<file path="src/rtl/multiple_xfer_sequencer_pkg.sv">
// Shared types and constants for the Thumb block-transfer sequencer.
// Opcode fields match the 16-bit LDM/STM and PUSH/POP encodings.
package multiple_xfer_sequencer_pkg;

    typedef enum logic [1:0] {
        IDLE,
        XFER,
        WB
    } state_t;

    localparam logic [3:0] OP_LDMSTM   = 4'b1100;
    localparam logic [3:0] OP_MISC     = 4'b1011;
    localparam logic [1:0] PUSHPOP_SEL = 2'b10;

    localparam int REG_SP = 13;
    localparam int REG_LR = 14;
    localparam int REG_PC = 15;

endpackage

</file>
<file path="src/rtl/multiple_xfer_sequencer_if.sv">
// Decode-side and load/store-side signals of the block-transfer sequencer.
// The sequencer uses the slave modport; whoever drives decode uses master.
interface multiple_xfer_sequencer_if #(
    parameter int ADDR_W = 32
);
    logic [15:0]       instruction16_in;
    logic              multiple_pulse;
    logic [ADDR_W-1:0] base_value;
    logic              mem_ready;
    logic              stall;
    logic              busy;
    logic              xfer_valid;
    logic              xfer_write;
    logic [3:0]        xfer_reg;
    logic [ADDR_W-1:0] xfer_addr;
    logic              wb_valid;
    logic [3:0]        wb_reg;
    logic [ADDR_W-1:0] wb_value;
    logic              done;

    modport master (
        output instruction16_in, multiple_pulse, base_value, mem_ready,
        input  stall, busy, xfer_valid, xfer_write, xfer_reg, xfer_addr,
               wb_valid, wb_reg, wb_value, done
    );

    modport slave (
        input  instruction16_in, multiple_pulse, base_value, mem_ready,
        output stall, busy, xfer_valid, xfer_write, xfer_reg, xfer_addr,
               wb_valid, wb_reg, wb_value, done
    );

endinterface

</file>
<file path="src/rtl/multiple_xfer_sequencer_lowest_set_bit9.sv">
// 9-bit priority encoder: index of the lowest set bit plus its one-hot mask.
// An all-zero input yields index 0 and an empty mask.
module lowest_set_bit9 (
    input  logic [8:0] bits,
    output logic [3:0] idx,
    output logic [8:0] mask
);

    always_comb begin
        idx  = '0;
        mask = '0;
        for (int i = 8; i >= 0; i--) begin
            if (bits[i]) begin
                idx  = 4'(i);
                mask = 9'(1) << i;
            end
        end
    end

endmodule

</file>
<file path="src/rtl/multiple_xfer_sequencer.sv">
// Expands one Thumb LDM/STM/PUSH/POP into ascending per-register transfers,
// stalling decode while it runs, then strobes the base-register writeback.
module multiple_xfer_sequencer
    import multiple_xfer_sequencer_pkg::*;
#(
    parameter int ADDR_W = 32,
    parameter int SP_IDX = REG_SP,
    parameter int LR_IDX = REG_LR,
    parameter int PC_IDX = REG_PC
) (
    input  logic                    clk,
    input  logic                    rst_n,
    multiple_xfer_sequencer_if.slave bus
);

    state_t            state_q, state_d;
    logic [8:0]        list_q, list_d;
    logic [8:0]        cur_mask_q, cur_mask_d;
    logic              wb_en_q, wb_en_d;
    logic              busy_q, busy_d;
    logic              done_q, done_d;
    logic              xfer_valid_q, xfer_valid_d;
    logic              xfer_write_q, xfer_write_d;
    logic [3:0]        xfer_reg_q, xfer_reg_d;
    logic [ADDR_W-1:0] xfer_addr_q, xfer_addr_d;
    logic              wb_valid_q, wb_valid_d;
    logic [3:0]        wb_reg_q, wb_reg_d;
    logic [ADDR_W-1:0] wb_value_q, wb_value_d;

    logic [8:0]        dec_list;
    logic              dec_load;
    logic              dec_ldm;
    logic              dec_push;
    logic [3:0]        dec_n;
    logic [3:0]        dec_wb_reg;
    logic [ADDR_W-1:0] four_n;
    logic [ADDR_W-1:0] dec_start;
    logic [ADDR_W-1:0] dec_wb_value;
    logic              dec_wb_en;

    logic [8:0]        next_list;
    logic              next_load;
    logic [3:0]        enc_idx;
    logic [8:0]        enc_mask;
    logic [3:0]        next_reg;

    // PUSH stores below SP so the lowest register lands at the lowest address.
    always_comb begin
        dec_list   = '0;
        dec_load   = 1'b0;
        dec_ldm    = 1'b0;
        dec_push   = 1'b0;
        dec_wb_reg = '0;
        if (bus.instruction16_in[15:12] == OP_LDMSTM) begin
            dec_list   = {1'b0, bus.instruction16_in[7:0]};
            dec_load   = bus.instruction16_in[11];
            dec_ldm    = bus.instruction16_in[11];
            dec_wb_reg = {1'b0, bus.instruction16_in[10:8]};
        end else if (bus.instruction16_in[15:12] == OP_MISC &&
                     bus.instruction16_in[10:9] == PUSHPOP_SEL) begin
            dec_list   = bus.instruction16_in[8:0];
            dec_load   = bus.instruction16_in[11];
            dec_push   = ~bus.instruction16_in[11];
            dec_wb_reg = 4'(SP_IDX);
        end
        dec_n = '0;
        for (int i = 0; i < 9; i++) begin
            dec_n = dec_n + 4'(dec_list[i]);
        end
        four_n       = ADDR_W'(dec_n) << 2;
        dec_start    = dec_push ? bus.base_value - four_n : bus.base_value;
        dec_wb_value = dec_push ? bus.base_value - four_n : bus.base_value + four_n;
        dec_wb_en    = (dec_n != 4'd0) &&
                       !(dec_ldm && dec_list[bus.instruction16_in[10:8]]);
    end

    // The encoder looks at the list as it will be after this cycle, so the
    // registered xfer_reg is already correct when the state advances.
    assign next_list = (state_q == IDLE) ? dec_list : (list_q & ~cur_mask_q);
    assign next_load = (state_q == IDLE) ? dec_load : ~xfer_write_q;

    lowest_set_bit9 u_lsb (
        .bits (next_list),
        .idx  (enc_idx),
        .mask (enc_mask)
    );

    assign next_reg = (enc_idx == 4'd8) ? (next_load ? 4'(PC_IDX) : 4'(LR_IDX))
                                        : enc_idx;

    always_comb begin
        state_d      = state_q;
        list_d       = list_q;
        cur_mask_d   = cur_mask_q;
        wb_en_d      = wb_en_q;
        busy_d       = busy_q;
        done_d       = 1'b0;
        xfer_valid_d = xfer_valid_q;
        xfer_write_d = xfer_write_q;
        xfer_reg_d   = xfer_reg_q;
        xfer_addr_d  = xfer_addr_q;
        wb_valid_d   = 1'b0;
        wb_reg_d     = wb_reg_q;
        wb_value_d   = wb_value_q;
        case (state_q)
            IDLE: begin
                if (bus.multiple_pulse) begin
                    list_d     = next_list;
                    cur_mask_d = enc_mask;
                    wb_en_d    = dec_wb_en;
                    wb_reg_d   = dec_wb_reg;
                    wb_value_d = dec_wb_value;
                    busy_d     = 1'b1;
                    if (dec_n != 4'd0) begin
                        state_d      = XFER;
                        xfer_valid_d = 1'b1;
                        xfer_write_d = ~dec_load;
                        xfer_reg_d   = next_reg;
                        xfer_addr_d  = dec_start;
                    end else begin
                        state_d = WB;
                        done_d  = 1'b1;
                    end
                end
            end
            XFER: begin
                if (bus.mem_ready) begin
                    list_d      = next_list;
                    cur_mask_d  = enc_mask;
                    xfer_addr_d = xfer_addr_q + ADDR_W'(4);
                    xfer_reg_d  = next_reg;
                    if (next_list == 9'd0) begin
                        state_d      = WB;
                        xfer_valid_d = 1'b0;
                        xfer_write_d = 1'b0;
                        xfer_reg_d   = '0;
                        xfer_addr_d  = '0;
                        wb_valid_d   = wb_en_q;
                        done_d       = 1'b1;
                    end
                end
            end
            WB: begin
                state_d    = IDLE;
                list_d     = '0;
                cur_mask_d = '0;
                wb_en_d    = 1'b0;
                busy_d     = 1'b0;
                wb_reg_d   = '0;
                wb_value_d = '0;
            end
            default: state_d = IDLE;
        endcase
    end

    always_ff @(posedge clk or negedge rst_n) begin
        if (!rst_n) begin
            state_q      <= IDLE;
            list_q       <= '0;
            cur_mask_q   <= '0;
            wb_en_q      <= 1'b0;
            busy_q       <= 1'b0;
            done_q       <= 1'b0;
            xfer_valid_q <= 1'b0;
            xfer_write_q <= 1'b0;
            xfer_reg_q   <= '0;
            xfer_addr_q  <= '0;
            wb_valid_q   <= 1'b0;
            wb_reg_q     <= '0;
            wb_value_q   <= '0;
        end else begin
            state_q      <= state_d;
            list_q       <= list_d;
            cur_mask_q   <= cur_mask_d;
            wb_en_q      <= wb_en_d;
            busy_q       <= busy_d;
            done_q       <= done_d;
            xfer_valid_q <= xfer_valid_d;
            xfer_write_q <= xfer_write_d;
            xfer_reg_q   <= xfer_reg_d;
            xfer_addr_q  <= xfer_addr_d;
            wb_valid_q   <= wb_valid_d;
            wb_reg_q     <= wb_reg_d;
            wb_value_q   <= wb_value_d;
        end
    end

    assign bus.stall      = bus.multiple_pulse | busy_q;
    assign bus.busy       = busy_q;
    assign bus.done       = done_q;
    assign bus.xfer_valid = xfer_valid_q;
    assign bus.xfer_write = xfer_write_q;
    assign bus.xfer_reg   = xfer_reg_q;
    assign bus.xfer_addr  = xfer_addr_q;
    assign bus.wb_valid   = wb_valid_q;
    assign bus.wb_reg     = wb_reg_q;
    assign bus.wb_value   = wb_value_q;

endmodule
</file>
<file path="src/flat_wrapper.sv">
// flat-port wrapper written by rule: the top's interface ports become plain ports
module multiple_xfer_sequencer_flat import multiple_xfer_sequencer_pkg::*;
#(
    parameter int ADDR_W = 32,
    parameter int SP_IDX = REG_SP,
    parameter int LR_IDX = REG_LR,
    parameter int PC_IDX = REG_PC
)
  (clk, rst_n, bus_instruction16_in, bus_multiple_pulse, bus_base_value, bus_mem_ready, bus_stall, bus_busy, bus_xfer_valid, bus_xfer_write, bus_xfer_reg, bus_xfer_addr, bus_wb_valid, bus_wb_reg, bus_wb_value, bus_done);
  multiple_xfer_sequencer_if #(.ADDR_W(ADDR_W)) bus_i ();
  input  logic clk;
  input  logic rst_n;
  input wire logic [$bits(bus_i.instruction16_in)-1:0] bus_instruction16_in;
  input wire logic [$bits(bus_i.multiple_pulse)-1:0] bus_multiple_pulse;
  input wire logic [$bits(bus_i.base_value)-1:0] bus_base_value;
  input wire logic [$bits(bus_i.mem_ready)-1:0] bus_mem_ready;
  output wire logic [$bits(bus_i.stall)-1:0] bus_stall;
  output wire logic [$bits(bus_i.busy)-1:0] bus_busy;
  output wire logic [$bits(bus_i.xfer_valid)-1:0] bus_xfer_valid;
  output wire logic [$bits(bus_i.xfer_write)-1:0] bus_xfer_write;
  output wire logic [$bits(bus_i.xfer_reg)-1:0] bus_xfer_reg;
  output wire logic [$bits(bus_i.xfer_addr)-1:0] bus_xfer_addr;
  output wire logic [$bits(bus_i.wb_valid)-1:0] bus_wb_valid;
  output wire logic [$bits(bus_i.wb_reg)-1:0] bus_wb_reg;
  output wire logic [$bits(bus_i.wb_value)-1:0] bus_wb_value;
  output wire logic [$bits(bus_i.done)-1:0] bus_done;
  assign bus_i.instruction16_in = bus_instruction16_in;
  assign bus_i.multiple_pulse = bus_multiple_pulse;
  assign bus_i.base_value = bus_base_value;
  assign bus_i.mem_ready = bus_mem_ready;
  assign bus_stall = bus_i.stall;
  assign bus_busy = bus_i.busy;
  assign bus_xfer_valid = bus_i.xfer_valid;
  assign bus_xfer_write = bus_i.xfer_write;
  assign bus_xfer_reg = bus_i.xfer_reg;
  assign bus_xfer_addr = bus_i.xfer_addr;
  assign bus_wb_valid = bus_i.wb_valid;
  assign bus_wb_reg = bus_i.wb_reg;
  assign bus_wb_value = bus_i.wb_value;
  assign bus_done = bus_i.done;
  multiple_xfer_sequencer #(.ADDR_W(ADDR_W), .SP_IDX(SP_IDX), .LR_IDX(LR_IDX), .PC_IDX(PC_IDX)) u_core (.clk(clk), .rst_n(rst_n), .bus(bus_i));
endmodule
</file>
<file path="config.mk">
export PLATFORM = sky130hd
export DESIGN_NAME = multiple_xfer_sequencer_flat
export DESIGN_NICKNAME = d
export VERILOG_FILES = /design/src/rtl/multiple_xfer_sequencer_pkg.sv /design/src/rtl/multiple_xfer_sequencer_if.sv /design/src/rtl/multiple_xfer_sequencer_lowest_set_bit9.sv /design/src/rtl/multiple_xfer_sequencer.sv /design/src/flat_wrapper.sv
export SDC_FILE = /design/constraint.sdc
export NUM_CORES = 1
export LEC_CHECK = 0
export CORE_MARGIN = 2
export CORE_UTILIZATION = 40
export CTS_CLUSTER_DIAMETER = 100
export DETAILED_ROUTE_END_ITERATION = 10
export GPL_ROUTABILITY_DRIVEN = 0
export REMOVE_ABC_BUFFERS = 1
export SYNTH_ARGS = -nofsm -noshare
export SYNTH_HDL_FRONTEND = slang
export SYNTH_SLANG_ARGS = --single-unit
</file>
<file path="constraint.sdc">
create_clock -name clk -period 3.9 [get_ports clk]
set_input_delay 0.585 -clock clk [delete_from_list [all_inputs] [get_ports clk]]
set_output_delay 0.585 -clock clk [all_outputs]
set_load 0.02 [all_outputs]
</file>
**Yosys cells after proc, flatten, opt, wreduce, memory -nomap -nowiden**

Index checks and enable logic that the tools add are counted.

- Eq/ne operators: 10
- Muxes and demuxes: 80
- Order comparisons: 1
- Reduce and logical (&&, ||, !) cells: 15
- Bitwise logic cells: 6
- $add $sub $neg: 11

Operators with widths:

| cell | count |
|---|---|
| $mux W32 | 7 |
| $mux W9 | 16 |
| $pmux W32 S2 | 2 |
| $mux W4 | 17 |
| $pmux W9 S3 | 2 |
| $add A32 B3 Y32 const B | 1 |
| $add A32 B6 Y32 | 1 |
| $sub A32 B6 Y32 | 1 |
| $add A4 B1 Y4 | 7 |
| $mux W1 | 23 |
| $pmux W4 S2 | 2 |
| $eq A4 B4 Y1 const B | 3 |
| $pmux W1 S2 | 5 |
| $and A9 B9 Y9 | 1 |
| $logic_not A9 Y1 | 1 |
| $not A9 Y9 | 1 |
| $mux W2 | 4 |
| $reduce_and A3 Y1 | 2 |
| $lt A3 B5 Y1 const B | 1 |
| $reduce_and A5 Y1 | 1 |
| $eq A2 B2 Y1 const B | 2 |
| $ne A2 B1 Y1 const B | 2 |
| $ne A2 B2 Y1 const B | 2 |
| $pmux W2 S2 | 1 |
| 13 further kinds | 18 |

- Word-level logic and storage cells: 136
- Output and inout port bits: 78
- Register bits after elaboration: 98
- Input bits: 52

**Depth between registers and ports, before layout**

- Depth after elaboration: 19
- Mapped depth: 23
- Gate-level depth less buffers: 20

**Hierarchy**

From an unflattened synthesis, not the netlist that was laid out.

- Cells, all modules: 792
- Area total of the unflattened synthesis: 6711.4 um2

Modules (own cells, without submodules):

| module | cells an instance | area an instance (um2) | seq. area each (um2) | times used |
|---|---|---|---|---|
| multiple_xfer_sequencer | 768 | 6555.0 | 2452.4 | 1 |
| lowest_set_bit9 | 24 | 156.4 | 0.0 | 1 |

**Worst setup path before layout**

Ideal clock, no wire load.

- Path kind: input port to flip-flop
- Start: input bus_instruction16_in[13]
- End: register u_core.xfer_addr_q[31], in the netlist u_core.bus.xfer_addr[31]
- Stages: 20
- Library setup time: 0.127 ns
- Data required time: 3.773 ns
- Path slack: -2.586 ns
- Arrival: 6.359 ns
- Path buffers: 2
- Cells stage by stage: nor4bb_1 a21o_1 clkbuf_1 clkbuf_1 and2_1 ha_1 inv_1 fa_1 fa_1 inv_1 fa_1 ha_1 fa_1 inv_1 ha_1 o311a_1 nor3_1 nor4b_1 xor2_1 a221o_2

- Cells in the longest elaborated chain, start to end: 17
- Elaborated cells on any way between the ends: 27
- Classes of those cells: 9 x add/sub; 3 x eq/ne; 11 x mux; 4 x reduce/logical

RTL lines:

| item | RTL line | source |
|---|---|---|
| start: declaration | flat_wrapper.sv:13 | `input wire logic [$bits(bus_i.instruction16_in)-1:0] bus_instruction16_in;` |
| $eq A4 B4 Y1 | multiple_xfer_sequencer.sv:59 | `end else if (bus.instruction16_in[15:12] == OP_MISC &&` |
| $logic_and A1 B1 Y1 | multiple_xfer_sequencer.sv:59 |  |
| $mux W9 | multiple_xfer_sequencer.sv:59 |  |
| $mux W9 | multiple_xfer_sequencer.sv:54 | `if (bus.instruction16_in[15:12] == OP_LDMSTM) begin` |
| $add A1 B1 Y2 | multiple_xfer_sequencer.sv:68 | `dec_n = dec_n + 4'(dec_list[i]);` |
| $add A4 B1 Y4 (7 in series) | multiple_xfer_sequencer.sv:68 |  |
| $sub A32 B6 Y32 | multiple_xfer_sequencer.sv:71 | `dec_start = dec_push ? bus.base_value - four_n : bus.base_value;` |
| $mux W32 | multiple_xfer_sequencer.sv:71 |  |
| $mux W32 | multiple_xfer_sequencer.sv:114 | `if (dec_n != 4'd0) begin` |
| $mux W32 | multiple_xfer_sequencer.sv:107 | `if (bus.multiple_pulse) begin` |
| $pmux W32 S2 | multiple_xfer_sequencer.sv:105 | `case (state_q)` |
| end signal: assignment | multiple_xfer_sequencer.sv:181 | `xfer_addr_q <= xfer_addr_d;` |
| end: declaration | multiple_xfer_sequencer.sv:25 | `logic [ADDR_W-1:0] xfer_addr_q, xfer_addr_d;` |

Several ways; a longest one is shown, not always the timed one. The select of a mux whose other input is x is not followed.
A chain may end at the register's enable or synchronous reset.

**Worst setup path after layout**

- Start: input bus_instruction16_in[12]
- End: register u_core.xfer_addr_q[30], in the netlist u_core.bus.xfer_addr[30]

The elaborated chain is that of the path after synthesis.

==> summary.txt <==
Final layout
  – Final nets: 1074
  – Fillers: 1360
  – Share of cells above drive strength 1: 26.1%
  – Reg area: 2400 um^2
  – Diode count: 0
  – Leading cell type in the layout, fill and taps excluded: clkdlybuf4s50_1
  – Most frequent cells in the layout: 121 x clkdlybuf4s50_1, 96 x dfrtp_1, 95 x buf_4, 87 x nand2_1, 50 x o21ai_0
  – Multi-input logic area: 4870 um^2
  – Area Overhead vs Synth: 52.0%

Critical path
  – R2r worst-path depth: 7
  – RR Startpoint: u_core.state_q[1]$_DFFE_PN0P_
  – Critical path endpoint category: flip-flop
  – CP Data Required Time: 4.16 ns
  – Crit path max fanout: 7
  – Reg2reg end: u_core.bus.xfer_addr[8]$_DFFE_PN0P_
  – Arr. time, crit path: 5.56 ns
  – Worst setup SP type: primary input
  – R2r setup slk: 1.12 ns
  – CP Class: primary input to flip-flop

Floorplan
  – Initial Util: 40.7%
  – Core Rows: 47
  – Die height: 133 um
  – Die W: 133 um
  – Total die area: 17800 um^2
  – # IOs: 130
  – Core area: 16500 um^2

CTS
  – CTS buffer count: 9
  – Largest buffer count on any clock path: 2
  – Clock transition at path regs: 0.08 ns
  – Clock root buffer: clkbuf_16
  – CTS HTree Levels: 3
  – CTS tree: done
  – Hold Buf Count CTS: 0
  – Clock latency on the worst-skew pair: 0.36 ns
  – Clk sinks: 96

Synth
  – Post-synthesis xor/xnor area fraction: 6.93%
  – Distinct cells, synth: 69
  – Synth warn: 0
  – Mapped Cells: 794
  – Cell area after synthesis: 6700 um^2
  – Ys flop type: dfrtp_1
  – EDFF count, synth: 0
  – Adder-Cell Fraction of Synth Area: 4.90%
  – Synth Register Bits: 96
  – Largest family of logic cells by synthesized area: simple AND/OR/NAND/NOR gates
  – Synth Area in Compound Gates: 22.6%
  – Async S/R FF share, synth: 100%
  – Post-synthesis mux area share: 1.01%
  – Avg Cell Area, Syn: 8.43 um^2
  – Synth Area in Simple Gates: 24.4%
  – Sequential area share after synthesis: 35.9%

Global route
  – Initial antenna violation count: 0
  – Vias in the first global route: 7203
  – Total track usage: 27.8%
  – Pin count of the biggest net entering global routing: 42
  – First-pass GRT wire length: 39.5 mm
  – GRT overflow: 0

Power and ir drop
  – Total Power: 4990 uW
  – PwrDens: 490 nW/um^2
  – Max IR drop VDD: 0.302 mV
  – LEAKAGE: 0.00415 uW

STA
  – F_max: 189 MHz
  – Worst rel slew slack: 45.2%
  – RSZ-0062 raised after global routing: yes
  – Setup ws final: -1.40 ns
  – Hold Slack: 0.186 ns
  – Period minus WS final: 5.30 ns
  – Setup TNS: -79.29 ns
  – Skew final: 0.00815 ns
  – Final Cycle Share: 136%
  – Pins Over Slew Limit: 0
  – Worst slew pin tran: 0.810 ns
  – Final hold vios: 0
  – Count of final setup violators: 71

Route
  – Vias: 7326
  – Routed vias/inst: 5.99
  – Drt total wl: 25.3 mm
  – WL/cell: 20.6 um
  – ANT nets after route: 0
  – Pre-antenna DRT Iters: 5
  – DRC viols: 0
  – Initial DRC count: 656

Placement
  – Pre-CTS setup slack: -2.55 ns
  – PortBufs: 129
  – HPWL Detailed: 17.6 mm

Status
  – Outcome: complete, but fails checks
  – Violated checks: negative setup slack

Min path
  – Hold Crit Class: primary input to async pin

Run
  – Number of max-cap violations: 0
==> cell usage after synthesis (all sizes together), types with 6 or more instances <==
| cell | number | area share (%) |
|---|---|---|
| dfrtp | 96 | 36 |
| nand2 | 93 | 5.2 |
| o21ai | 87 | 6.5 |
| nand3 | 41 | 3.1 |
| nor2 | 40 | 2.2 |
| a21oi | 39 | 2.9 |
| clkbuf | 39 | 2.2 |
| xor2 | 32 | 4.2 |
| inv | 26 | 1.5 |
| xnor2 | 21 | 2.7 |
| a31oi | 19 | 1.8 |
| nand4 | 17 | 1.6 |
| nor3 | 17 | 1.3 |
| and3 | 16 | 1.5 |
| ha | 15 | 2.8 |
| nand2b | 14 | 1.3 |
| nor4 | 14 | 1.6 |
| o211ai | 11 | 1.2 |
| or3 | 11 | 1.0 |
| a22o | 10 | 1.3 |
| and2 | 10 | 0.93 |
| buf | 10 | 0.73 |
| o311ai | 8 | 1.0 |
| fa | 7 | 2.1 |
| nor2b | 7 | 0.65 |
| or4 | 7 | 0.95 |
| or2 | 6 | 0.56 |
==> per-stage QoR <==
stage	area (um^2)	utilization, %	std cells
after floorplan	6500	-	745
after global placement	8750	53.1	1180
after detailed placement	8750	53.1	1180
final	10200	61.8	1224
after global routing	10200	61.8	1224
after CTS	9730	59.1	1213
==> repair_timing <==
| item | CTS | global route |
|---|---|---|
| setup endpoints to repair | 72 | 71 |
| pin swaps | 49 | 60 |
| gates cloned | 1 | 0 |
| gates resized for setup | 148 | 88 |
| buffers inserted | 17 | 16 |
==> metal layers <==
layer  up-vias  GRT usage, %  wire length (um)
li1       3317             -                 -
met1      3604          37.2             10700
met2       340          46.3             12300
met3        65          3.61              1610
met4         0          10.3               701
met5         -             0                 0
==> kinds of logic (layout without fill, tap and decap cells) <==
family          after synthesis  after routing
simple gates                311            311
compound gates              233            234
mux                           4              4
buf+inv                      75            284
fa+ha+maj                    22             22
flops                        96             96
xor+xnor                     53             53
==> worst max path at each step <==
| stage | slack, ns | startpoint | to |
|---|---|---|---|
| 5_1_grt | -1.55 | bus_instruction16_in[12] | u_core.bus.wb_value[12]$_DFFE_PN0P_ |
| 3_5_place_dp | -2.55 | bus_instruction16_in[15] | u_core.bus.xfer_addr[29]$_DFFE_PN0P_ |
| 6_report | -1.40 | bus_instruction16_in[12] | u_core.bus.xfer_addr[30]$_DFFE_PN0P_ |
| 3_3_place_gp | -2.41 | bus_instruction16_in[15] | u_core.bus.xfer_addr[29]$_DFFE_PN0P_ |
| 2_1_floorplan | -2.72 | bus_instruction16_in[13] | u_core.bus.xfer_addr[31]$_DFFE_PN0P_ |
| 4_1_cts | -1.30 | bus_instruction16_in[13] | u_core.bus.xfer_addr[30]$_DFFE_PN0P_ |
==> critical path, cell delays in order <==
cell and delay [ns]:
buf_6 0.10, nor4bb_4 0.31, a21o_1 0.19, and2_4 0.18
ha_4 0.20, inv_2 0.05, fa_1 0.43, fa_1 0.52
inv_1 0.05, fa_1 0.44, ha_2 0.20, fa_2 0.38
xor2_4 0.20, inv_2 0.07, ha_4 0.30, o21ba_4 0.19
o211ai_1 0.10, buf_4 0.19, or4b_4 0.53, xnor2_2 0.16
a22o_1 0.18
==> report_power, final <==
part	switching [uW]	internal (uW)	leakage, uW	total (uW)
combinational	1300	1070	0.00277	2370
sequential	372	1310	0.00124	1680
clock	423	515	0.000142	938
total	2100	2890	0.00415	4990
==> cell type report <==
cell class	count	share of cell area (%)
repair buffers	243	22.0
inverters	26	0.983
clock inverters	4	0.541
well taps	220	2.70
flip-flops and latches	96	23.6
clock buffers	11	2.38
multi-input cells	624	47.8
Note: power is estimated with default switching activity, not from simulation.
